File: config.mk
export PLATFORM = sky130hd
export DESIGN_NAME = rle_line_decoder_flat
export DESIGN_NICKNAME = d
export VERILOG_FILES = /design/src/rtl/rle_line_decoder_if.sv /design/src/rtl/rle_line_decoder.sv /design/src/flat_wrapper.sv
export SDC_FILE = /design/constraint.sdc
export NUM_CORES = 1
export LEC_CHECK = 0
export CAP_MARGIN = 10
export CORE_ASPECT_RATIO = 0.5
export CORE_MARGIN = 2
export CORE_UTILIZATION = 30
export DETAILED_ROUTE_END_ITERATION = 8
export RECOVER_POWER = 25
export REMOVE_ABC_BUFFERS = 1
export SYNTH_ARGS = -nofsm -noshare
export SYNTH_HDL_FRONTEND = slang
export SYNTH_SLANG_ARGS = --single-unit
export TNS_END_PERCENT = 30
File: constraint.sdc
create_clock -name CLK -period 5.5 [get_ports CLK]
set_clock_uncertainty 0.2 [all_clocks]
set_input_delay 1.1 -clock CLK [delete_from_list [all_inputs] [get_ports CLK]]
set_output_delay 1.1 -clock CLK [all_outputs]
set_load 0.03 [all_outputs]
File: src/rtl/rle_line_decoder_if.sv
// rtl/rle_line_decoder_if.sv - run-triple input and pixel-stream output bundle for rle_line_decoder
interface rle_line_decoder_if;
  logic [10:0] stream1;
  logic [10:0] stream2;
  logic [10:0] stream3;
  logic        in_valid;
  logic        in_ready;
  logic        pixel_out;
  logic        out_valid;
  logic        out_ready;
  logic        out_last;
  logic        len_err;

  modport master (
    output stream1, stream2, stream3, in_valid, out_ready,
    input  in_ready, pixel_out, out_valid, out_last, len_err
  );

  modport slave (
    input  stream1, stream2, stream3, in_valid, out_ready,
    output in_ready, pixel_out, out_valid, out_last, len_err
  );
endinterface

File: src/rtl/rle_line_decoder.sv
// rtl/rle_line_decoder.sv - regenerates one IMAGE_W-pixel binary line from a black/white/black run triple
module rle_line_decoder #(
  parameter logic [10:0] IMAGE_W = 11'd20,
  parameter logic        BLACK   = 1'b0
) (
  input logic              CLK,
  input logic              reset_n,
  rle_line_decoder_if.slave bus
);

  typedef enum logic {IDLE, EMIT} state_t;

  state_t      state, state_n;
  logic [10:0] s1, s1_n, s2, s2_n, x, x_n;
  logic        pix_r, pix_n, vld_r, vld_n, last_r, last_n, err_r, err_n;
  logic [12:0] sum;

  // 12-bit window compare so s1+s2 cannot wrap; clamping at line end falls out naturally
  function automatic logic pix_at(input logic [10:0] a, input logic [10:0] b, input logic [10:0] xi);
    logic [11:0] lo;
    logic [11:0] hi;
    logic [11:0] xx;
    lo = {1'b0, a};
    hi = {1'b0, a} + {1'b0, b};
    xx = {1'b0, xi};
    return (xx >= lo && xx < hi) ? ~BLACK : BLACK;
  endfunction

  always_ff @(posedge CLK or negedge reset_n) begin
    if (!reset_n) begin
      state  <= IDLE;
      s1     <= '0;
      s2     <= '0;
      x      <= '0;
      pix_r  <= BLACK;
      vld_r  <= 1'b0;
      last_r <= 1'b0;
      err_r  <= 1'b0;
    end else begin
      state  <= state_n;
      s1     <= s1_n;
      s2     <= s2_n;
      x      <= x_n;
      pix_r  <= pix_n;
      vld_r  <= vld_n;
      last_r <= last_n;
      err_r  <= err_n;
    end
  end

  always_comb begin
    state_n = state;
    s1_n    = s1;
    s2_n    = s2;
    x_n     = x;
    pix_n   = pix_r;
    vld_n   = vld_r;
    last_n  = last_r;
    err_n   = err_r;
    sum     = {2'b00, bus.stream1} + {2'b00, bus.stream2} + {2'b00, bus.stream3};
    case (state)
      IDLE: begin
        if (bus.in_valid) begin
          s1_n    = bus.stream1;
          s2_n    = bus.stream2;
          err_n   = (sum != {2'b00, IMAGE_W});
          x_n     = '0;
          vld_n   = 1'b1;
          pix_n   = pix_at(bus.stream1, bus.stream2, 11'd0);
          last_n  = (IMAGE_W == 11'd1);
          state_n = EMIT;
        end
      end
      EMIT: begin
        if (bus.out_ready) begin
          if (x == IMAGE_W - 11'd1) begin
            x_n     = '0;
            vld_n   = 1'b0;
            last_n  = 1'b0;
            pix_n   = BLACK;
            state_n = IDLE;
          end else begin
            x_n    = x + 11'd1;
            pix_n  = pix_at(s1, s2, x + 11'd1);
            last_n = (x + 11'd1 == IMAGE_W - 11'd1);
          end
        end
      end
      default: state_n = IDLE;
    endcase
  end

  assign bus.in_ready  = (state == IDLE);
  assign bus.pixel_out = pix_r;
  assign bus.out_valid = vld_r;
  assign bus.out_last  = last_r;
  assign bus.len_err   = err_r;

endmodule
File: src/flat_wrapper.sv
// flat-port wrapper written by rule: the top's interface ports become plain ports
module rle_line_decoder_flat 
#(
  parameter logic [10:0] IMAGE_W = 11'd20,
  parameter logic        BLACK   = 1'b0
)
  (CLK, reset_n, bus_stream1, bus_stream2, bus_stream3, bus_in_valid, bus_out_ready, bus_in_ready, bus_pixel_out, bus_out_valid, bus_out_last, bus_len_err);
  rle_line_decoder_if bus_i ();
  input logic CLK;
  input logic reset_n;
  input wire logic [$bits(bus_i.stream1)-1:0] bus_stream1;
  input wire logic [$bits(bus_i.stream2)-1:0] bus_stream2;
  input wire logic [$bits(bus_i.stream3)-1:0] bus_stream3;
  input wire logic [$bits(bus_i.in_valid)-1:0] bus_in_valid;
  input wire logic [$bits(bus_i.out_ready)-1:0] bus_out_ready;
  output wire logic [$bits(bus_i.in_ready)-1:0] bus_in_ready;
  output wire logic [$bits(bus_i.pixel_out)-1:0] bus_pixel_out;
  output wire logic [$bits(bus_i.out_valid)-1:0] bus_out_valid;
  output wire logic [$bits(bus_i.out_last)-1:0] bus_out_last;
  output wire logic [$bits(bus_i.len_err)-1:0] bus_len_err;
  assign bus_i.stream1 = bus_stream1;
  assign bus_i.stream2 = bus_stream2;
  assign bus_i.stream3 = bus_stream3;
  assign bus_i.in_valid = bus_in_valid;
  assign bus_i.out_ready = bus_out_ready;
  assign bus_in_ready = bus_i.in_ready;
  assign bus_pixel_out = bus_i.pixel_out;
  assign bus_out_valid = bus_i.out_valid;
  assign bus_out_last = bus_i.out_last;
  assign bus_len_err = bus_i.len_err;
  rle_line_decoder #(.IMAGE_W(IMAGE_W), .BLACK(BLACK)) u_core (.CLK(CLK), .reset_n(reset_n), .bus(bus_i));
endmodule
# Yosys cells after proc, flatten, opt, wreduce, memory -nomap -nowiden
# Index checks and enable logic that the tools add are counted.
dict set report totals {
  ff_bits 38
  inputBits 37
  out_inout_bits 5
  elab_cells 51
}
dict set report op_classes {
  n_addsub 5
  n_reduce_logical 5
  n_eq_ne 6
  n_lt_le_gt_ge 4
  n_mux 22
  n_bitwise 1
}
# cell count
set ops {}
lappend ops {{$add A11 B11 Y12} 3}
lappend ops {{$mux W11} 3}
lappend ops {{$eq A11 B5 Y1 const B} 2}
lappend ops {{$pmux W11 S2} 1}
lappend ops {{$mux W1} 14}
lappend ops {{$add A13 B11 Y13} 1}
lappend ops {{$ne A13 B5 Y1 const B} 1}
lappend ops {{$lt A1 B12 Y1 const A} 1}
lappend ops {{$lt A11 B12 Y1} 1}
lappend ops {{$add A11 B1 Y11 const B} 1}
lappend ops {{$ge A1 B11 Y1 const A} 1}
lappend ops {{$ge A11 B11 Y1} 1}
lappend ops {{$pmux W1 S2} 4}
lappend ops {{$ne A2 B2 Y1 const B} 3}
lappend ops {{$reduce_and A2 Y1} 2}
lappend ops {{$reduce_and A3 Y1} 1}
lappend ops {{$logic_and A1 B1 Y1} 2}
lappend ops {{$not A1 Y1} 1}

# Longest topological paths before layout
# Gate-level depths: netlist of run 1.
dict set report logic_depth {
  ltp_word 7
  ltp_mapped 17
  ltp_nobuf 17
}

# Worst setup path after synthesis of run 1
# No wires, ideal clock.
dict set report synth_path {
  kind {input port to flip-flop}
  startpoint {input bus_stream2[2]}
  endpoint {register u_core.err_r, in the netlist u_core.bus.len_err}
  t_required_ps 5161
  path_stages 14
  t_arrival_ps 3853
  setup_time_ps 139
  n_path_buf 1
  setup_slack_ps 1308
  path_cell_list {ha_1 > and3_4 > a2111oi_4 > a21oi_2 > nor3_2 > xnor2_1 > ha_1 > clkbuf_1 > inv_1 > nor3_1 > a21oi_1 > or4_1 > mux2i_1 > a41oi_1}
}
dict set report synth_via {
  elab_chain_cells 3
}
# element line
set synth_rtl {}
lappend synth_rtl {{from (decl)} flat_wrapper.sv:12} ;# input wire logic [$bits(bus_i.stream2)-1:0] bus_stream2;
lappend synth_rtl {{$add A11 B11 Y12} rle_line_decoder.sv:60} ;# sum = {2'b00, bus.stream1} + {2'b00, bus.stream2} + {2'b00, bus.stream3};
lappend synth_rtl {{$add A13 B11 Y13} rle_line_decoder.sv:60}
lappend synth_rtl {{$ne A13 B5 Y1} rle_line_decoder.sv:66} ;# err_n = (sum != {2'b00, IMAGE_W});
lappend synth_rtl {{to (signal assigned)} rle_line_decoder.sv:47} ;# err_r <= err_n;
lappend synth_rtl {{to (decl)} rle_line_decoder.sv:15} ;# logic pix_r, pix_n, vld_r, vld_n, last_r, last_n, err_r, err_n;
# No other way between the ends.
# A chain may end at the register's enable or synchronous reset.

# Worst setup path after layout of run 1
dict set report layout_path {
  startpoint {input bus_stream1[0]}
  endpoint {register u_core.err_r, in the netlist u_core.bus.len_err}
}
dict set report layout_via {
  elab_chain_cells 3
}
# element line
set layout_rtl {}
lappend layout_rtl {{from (decl)} flat_wrapper.sv:11} ;# input wire logic [$bits(bus_i.stream1)-1:0] bus_stream1;
lappend layout_rtl {{$add A11 B11 Y12} rle_line_decoder.sv:60}
lappend layout_rtl {{$add A13 B11 Y13} rle_line_decoder.sv:60}
lappend layout_rtl {{$ne A13 B5 Y1} rle_line_decoder.sv:66}
# No other way between the ends.

==> results.json, run 1 <==
{
  "setup_tns_ns": 0,
  "drv_slew": 39,
  "worst_slack_ns": 0.889,
  "fin_nets": 594,
  "worstMarginPinSlew_ns": 2.13,
  "yosysTopAreaCellShare_pct": 25.7,
  "hp-class": "flip-flop to flip-flop",
  "finalHoldViolCount": 0,
  "n_antenna_cell": 0,
  "dp_cells": 656,
  "postCtsSetupBuffers": 0,
  "n_fill_cell": 1218,
  "synth_top_area_cell": "dfrtp_1",
  "syn-cell-area_sq_mm": 0.00370,
  "clkSinkCount": 38,
  "synthCells": 456,
  "layout-drive-gt1-share_pct": 4.01,
  "cts_buffer_depth": 2,
  "grt_max_degree": 39,
  "drv_cap": 1,
  "leakagePower_nw": 2.05,
  "cts_tree": "done",
  "syn_area_per_cell_sq_um": 8.12,
  "seqCellArea_sq_um": 951,
  "io_pins": 42,
  "period_share_pct": 83.8,
  "grt_overflow_total": 0,
  "clk_pin_slew_ns": 0.06,
  "rsz0062_at_grt": "no",
  "synth-edff-count": 0,
  "ys_warn_count": 0,
  "placed_area_sq_mm": 0.00430,
  "synthTopCellsByCount": "nand2_1 (67), ha_1 (56), inv_1 (43)",
  "grt_pass1_vias": 3297,
  "detail_route.vias_per_cell": 5.07,
  "critical_path_arrival_ns": 4.56,
  "stdcell_count": 664,
  "wl_per_cell_microns": 14.0,
  "firstDrtPassIters": 4,
  "max_slew_margin_pct": -42.3,
  "cts_resized": 0,
  "postCtsHoldBufs": 0,
  "start_util_pct": 31.0,
  "ys_seq_area_share_pct": 25.7,
  "drc": 0,
  "multi_input_area_sq_mm": 0.00256,
  "syn2layout_area_growth_pct": 20.7,
  "violations": "capacitance limit, slew limit",
  "slowest_delay_ns": 0.51,
  "ir_drop_v": 0.000151,
  "power_density_mw_per_mm2": 368,
  "path_cells": "clkdlybuf4s50_1 > ha_1 > inv_1 > fa_1 > nor2b_1 > o21a_1 > o21ai_0 > and2_1 > ha_1 > o21a_1 > o31a_1 > o31ai_4 > a21oi_2 > or4_1 > mux2i_1 > a41oi_1",
  "drt_wl_total_mm": 9.29,
  "synthFlopType": "dfrtp_1",
  "pre_cts_slack_ns": 0.594,
  "period_minus_slack_ns": 4.61,
  "status": "complete, but fails checks",
  "worst-path-max-fanout": 4,
  "synth.most_common_cell": "nand2_1",
  "clockRootBuffer": "clkbuf_16",
  "dieArea_sq_mm": 0.0133,
  "drtIter0Drc": 233,
  "critPathLaunchType": "input port",
  "cp.required_ns": 5.45,
  "port_buffers": 41,
  "htreeDepth": 2,
  "grt_use_total_pct": 14.7,
  "synth_seq_cells": 38,
  "synth.area.top_cells": "dfrtp_1 (26%), ha_1 (19%), nand2_1 (6.8%)",
  "dp_hpwl_mm": 7.42,
  "fp.dieW_microns": 161,
  "crit_type": "input port to flip-flop",
  "critPathCaptureType": "flip-flop",
  "finalSetupViolations": 0,
  "cts_buffers": 5,
  "vias": 3364,
  "design_area_sq_mm": 0.00447,
  "grt_pass1_wl_mm": 15.8,
  "place_congestion": 0.860,
  "die_h_microns": 82.6,
  "ant_nets": 0,
  "critPathSlowestCell": "clkdlybuf4s50_1",
  "async_flop_share_pct": 100,
  "rows": 28,
  "clock_latency_ns": 0.29,
  "fmax_mhz": 217,
  "ys_types": 47,
  "core_sq_mm": 0.0119,
  "antenna_found_initial": 0
}
cell families (layout without fill, tap and decap cells):
family / count (synthesis) / after routing / synth area share [%]
AO/OA/AOI/OAI: 119 / 119 / 21.4
XOR/XNOR: 24 / 24 / 5.67
adder cells (fa/ha/maj): 59 / 59 / 20.5
buffers and inverters: 51 / 94 / 5.17
flip-flops: 38 / 38 / 25.7
multiplexers: 2 / 2 / 0.540
AND/OR/NAND/NOR: 163 / 163 / 21.0
routing by layer:
layer  track usage, %  vias to the layer above  wire length [microns]
met4             3.48                        0                     91
met2             26.4                       61                   4220
li1                 -                     1715                      -
met1             19.5                     1578                   4680
met5                0                        -                      0
met3             1.45                       10                    298
final timing paths:
| kind | from | endpoint | slack (ns) | depth (start not counted) |
|---|---|---|---|---|
| min in group asynchronous | reset_n | u_core.s2[1]$_DFFE_PN0P_ | 1.23 | 1 |
| hold reg to reg | u_core.s2[0]$_DFFE_PN0P_ | u_core.s2[0]$_DFFE_PN0P_ | 0.29 | 2 |
| setup reg to reg | u_core.s2[1]$_DFFE_PN0P_ | u_core.bus.pixel_out$_DFFE_PN0P_ | 1.97 | 13 |
| max in group asynchronous | reset_n | u_core.s2[4]$_DFFE_PN0P_ | 2.65 | 1 |
| setup / recovery | bus_stream1[0] | u_core.bus.len_err$_DFFE_PN0P_ | 0.89 | 16 |
| hold / removal | u_core.s2[0]$_DFFE_PN0P_ | u_core.s2[0]$_DFFE_PN0P_ | 0.29 | 2 |
sequential cells by signal (all words and copies together) (netlist names):
signal	flops
u_core.bus.out_last	1
u_core.bus.pixel_out	1
u_core.s2	11
u_core.state	1
u_core.x	11
u_core.bus.len_err	1
u_core.bus.out_valid	1
u_core.s1	11
metrics by stage:
stage | util [%] | hold slack, ns | power, mW
after floorplan | - | 0.252 | 1.09
after global placement | 36.0 | 0.274 | 1.29
after detailed placement | 36.0 | 0.284 | 1.31
after CTS | 37.5 | 0.301 | 1.65
after global routing | 37.4 | 0.332 | 1.81
final | 37.4 | 0.295 | 1.64
critical path, delay by kind of cell:
kind            cells  cell delay (ns)
compound gates      7             1.07
fa+ha+maj           3             0.91
simple gates        3             0.80
buf+inv             2             0.57
mux                 1             0.14
report_power, final:
group          internal [mW]  switching [mW]  total [mW]
combinational          0.391           0.501       0.892
clock                  0.214           0.124       0.338
sequential             0.353          0.0610       0.414
layout make-up:
class                           count  area share, %
Sequential cell                    38           21.3
Tap cell                          165           4.62
Inverter                           43           3.61
Clock buffer                        5           2.80
Timing Repair Buffer               43           9.37
Multi-Input combinational cell    367           57.3
Clock inverter                      3           1.01
placed cells by master (no fill, tap or decap), types with 3 or more instances in the layout:
master / n
or4_1: 3
clkbuf_16: 5
o21ai_1: 15
nor2b_1: 7
o2111ai_1: 3
o21a_1: 7
o21ai_0: 29
fa_1: 3
nor4_1: 8
a211o_1: 3
a211oi_1: 3
a21o_1: 6
a31oi_1: 3
nand4_1: 9
o41ai_1: 3
inv_1: 43
nand2b_1: 7
a21oi_1: 24
xnor2_1: 10
o31ai_1: 5
dfrtp_1: 38
nor2_1: 29
clkdlybuf4s50_1: 40
a21oi_2: 3
nand2_1: 67
ha_1: 56
and2_1: 5
nand3_1: 15
xor2_1: 14
nor3_1: 4
(Power assumes the default switching activity.)
==> run 2: changes to the inputs <==
==> constraint.sdc (replaced) <==
create_clock -name CLK -period 4.1 [get_ports CLK]
set_clock_uncertainty 0.2 [all_clocks]
set_input_delay 0.82 -clock CLK [delete_from_list [all_inputs] [get_ports CLK]]
set_output_delay 0.82 -clock CLK [all_outputs]
set_load 0.03 [all_outputs]
==> run 2 against run 1 <==
Effect of this change:
- the flow still finishes with violations (capacitance limit, slew limit)
- cell area up 9.8%
- global-route usage rose by 0.085 points
- sequential power grew 35%
- count of clock-buffer cells in the layout is 1 higher
- worst setup slack worse by 0.71 ns
==> results.json, run 2 (synthesis gave the netlist of run 1 again) <==
{
  "ant_nets": 0,
  "p_sw_mw": 0.934,
  "clk_pin_slew_ns": 0.06,
  "grt_max_degree": 39,
  "firstDrtPassIters": 4,
  "grt_use_total_pct": 14.8,
  "rows": 28,
  "switching_share_pct": 39.5,
  "antenna_found_initial": 0,
  "fp.dieW_microns": 161,
  "wl_per_cell_microns": 13.5,
  "holdPathStages": 2,
  "critical_path_arrival_ns": 3.86,
  "crit_type": "input port to flip-flop",
  "rrSetupSlack_ns": 0.63,
  "grt_pass1_wl_mm": 16.0,
  "drt_wl_total_mm": 9.58,
  "grt_overflow_total": 0,
  "r2r_cells": 13,
  "layout_common_cells": "nand2_1 (67), ha_1 (52), buf_4 (46)",
  "final_common_cell": "nand2_1",
  "rr_endpoint": "u_core.bus.pixel_out$_DFFE_PN0P_",
  "max_slew_margin_pct": -46.9,
  "hold-path-endpoint": "u_core.s2[2]$_DFFE_PN0P_",
  "htreeDepth": 2,
  "reg.largest.list": "u_core.s1: 11 flops, u_core.s2: 11 flops, u_core.x: 11 flops",
  "finalSetupViolations": 0,
  "place_congestion": 0.864,
  "drv_cap": 1,
  "vias": 3489,
  "power_frac_comb_pct": 54.7,
  "die_h_microns": 82.6,
  "stdcell_count": 708,
  "finalHoldViolCount": 0,
  "cts_buffer_depth": 2,
  "drv_slew": 39,
  "cts_buffers": 5,
  "clock_latency_ns": 0.28,
  "hp-class": "flip-flop to flip-flop",
  "design_area_sq_mm": 0.00491,
  "worst-path-max-fanout": 5,
  "period_share_pct": 95.7,
  "syn2layout_area_growth_pct": 32.6,
  "critPathCaptureType": "flip-flop",
  "detail_route.vias_per_cell": 4.93,
  "worstMarginPinSlew_ns": 2.20,
  "layout-drive-gt1-share_pct": 13.6,
  "dieArea_sq_mm": 0.0133,
  "period_minus_slack_ns": 3.92,
  "power_frac_clock_pct": 21.8,
  "dp_hpwl_mm": 7.59,
  "fin_nets": 638,
  "port_buffers": 41,
  "violations": "capacitance limit, slew limit",
  "cts_tree": "done",
  "grt_pass1_vias": 3339,
  "n_antenna_cell": 0,
  "r2r_start": "u_core.s2[1]$_DFFE_PN0P_",
  "core_sq_mm": 0.0119,
  "leakagePower_nw": 2.35,
  "cp.required_ns": 4.04,
  "min-delay-start": "u_core.s2[2]$_DFFE_PN0P_",
  "ir_drop_v": 0.000222,
  "clockRootBuffer": "clkbuf_16",
  "fmax_mhz": 255,
  "status": "complete, but fails checks",
  "power_density_mw_per_mm2": 481,
  "pwr-share-seq_pct": 23.5,
  "internal_power_mw": 1.43,
  "worst_slack_ns": 0.177,
  "start_util_pct": 31.0,
  "dp_cells": 697,
  "clkSinkCount": 38,
  "drc": 0,
  "io_pins": 42,
  "placed_area_sq_mm": 0.00461,
  "pre_cts_slack_ns": -0.338,
  "critPathLaunchType": "input port",
  "n_fill_cell": 1188,
  "drtIter0Drc": 171
}
-- run 2: changes by cell type in the layout (fill, tap and decap cells not counted), moves of 2 or more --
cell,change
buf_4,+44
clkdlybuf4s50_1,-10
clkinvlp_4,-2
dlygate4sd2_1,+4
dlymetal6s2s_1,+6
ha_1,-4
ha_4,+3
xnor2_1,-2
xnor2_2,+2
-- run 2: layout make-up --
cell class,instances,area [sq um],area share [%]
clock inverters,2,60.1,1.22
repair buffers,87,759,15.5
well taps,165,206,4.20
inverters,43,161,3.28
multi-input cells,367,2640,53.7
flip-flops and latches,38,951,19.4
clock buffers,6,139,2.83
-- run 2: critical path, stage by stage --
cell           delay (ns)
dlygate4sd2_1        0.25
ha_2                 0.19
inv_1                0.06
fa_2                 0.19
nor2b_1              0.05
o21a_1               0.19
buf_4                0.14
a211o_1              0.31
buf_4                0.15
nand4_1              0.08
nand4_1              0.13
ha_1                 0.39
nand2_1              0.11
or4_1                0.51
mux2i_1              0.15
a41oi_1              0.14
-- run 2: worst max-delay path by stage --
stage                    from                        endpoint  slack (ns)  cells past startpoint
2_1_floorplan  bus_stream2[0]  u_core.bus.len_err$_DFFE_PN0P_        0.25                     15
3_3_place_gp   bus_stream2[0]  u_core.bus.len_err$_DFFE_PN0P_       -0.25                     16
3_5_place_dp   bus_stream1[0]  u_core.bus.len_err$_DFFE_PN0P_       -0.34                     16
4_1_cts        bus_stream1[3]  u_core.bus.len_err$_DFFE_PN0P_       0.001                     14
5_1_grt        bus_stream1[0]  u_core.bus.len_err$_DFFE_PN0P_      -0.002                     17
6_report       bus_stream1[0]  u_core.bus.len_err$_DFFE_PN0P_        0.18                     16
-- run 2: what timing repair did --
action                     in CTS  in global routing
resized for setup               9                 12
setup buffers                   2                  1
hold buffers                    0                  0
setup endpoints to repair       1                  1
pin swaps                       7                 11
-- run 2: per-layer routing --
| layer | share of wire, % | GRT usage, % | wire length [microns] |
|---|---|---|---|
| met5 | 0 | 0 | 0 |
| met4 | 1.1 | 2.86 | 106 |
| met3 | 2.3 | 1.35 | 220 |
| met2 | 46 | 26.2 | 4370 |
| met1 | 51 | 20.1 | 4880 |
-- run 2: stage by stage --
| step | hold WS [ns] | TNS (ns) | util (%) | total power, mW |
|---|---|---|---|---|
| 6_report | 0.295 | 0 | 41.1 | 2.36 |
| 3_5_place_dp | 0.283 | -0.338 | 38.6 | 1.82 |
| 5_1_grt | 0.325 | -0.00226 | 41.1 | 2.59 |
| 4_1_cts | 0.299 | 0 | 40.6 | 2.37 |
| 3_3_place_gp | 0.282 | -0.254 | 38.6 | 1.80 |
| 2_1_floorplan | 0.252 | 0 | - | 1.46 |
-- run 2: power groups by stage --
stage               clock, mW  combinational, mW  sequential (mW)
global placement            0               1.24            0.559
floorplan                   0              0.918            0.543
finish                  0.514               1.29            0.557
detailed placement          0               1.26            0.561
global route            0.542               1.48            0.574
CTS                     0.522               1.29            0.556
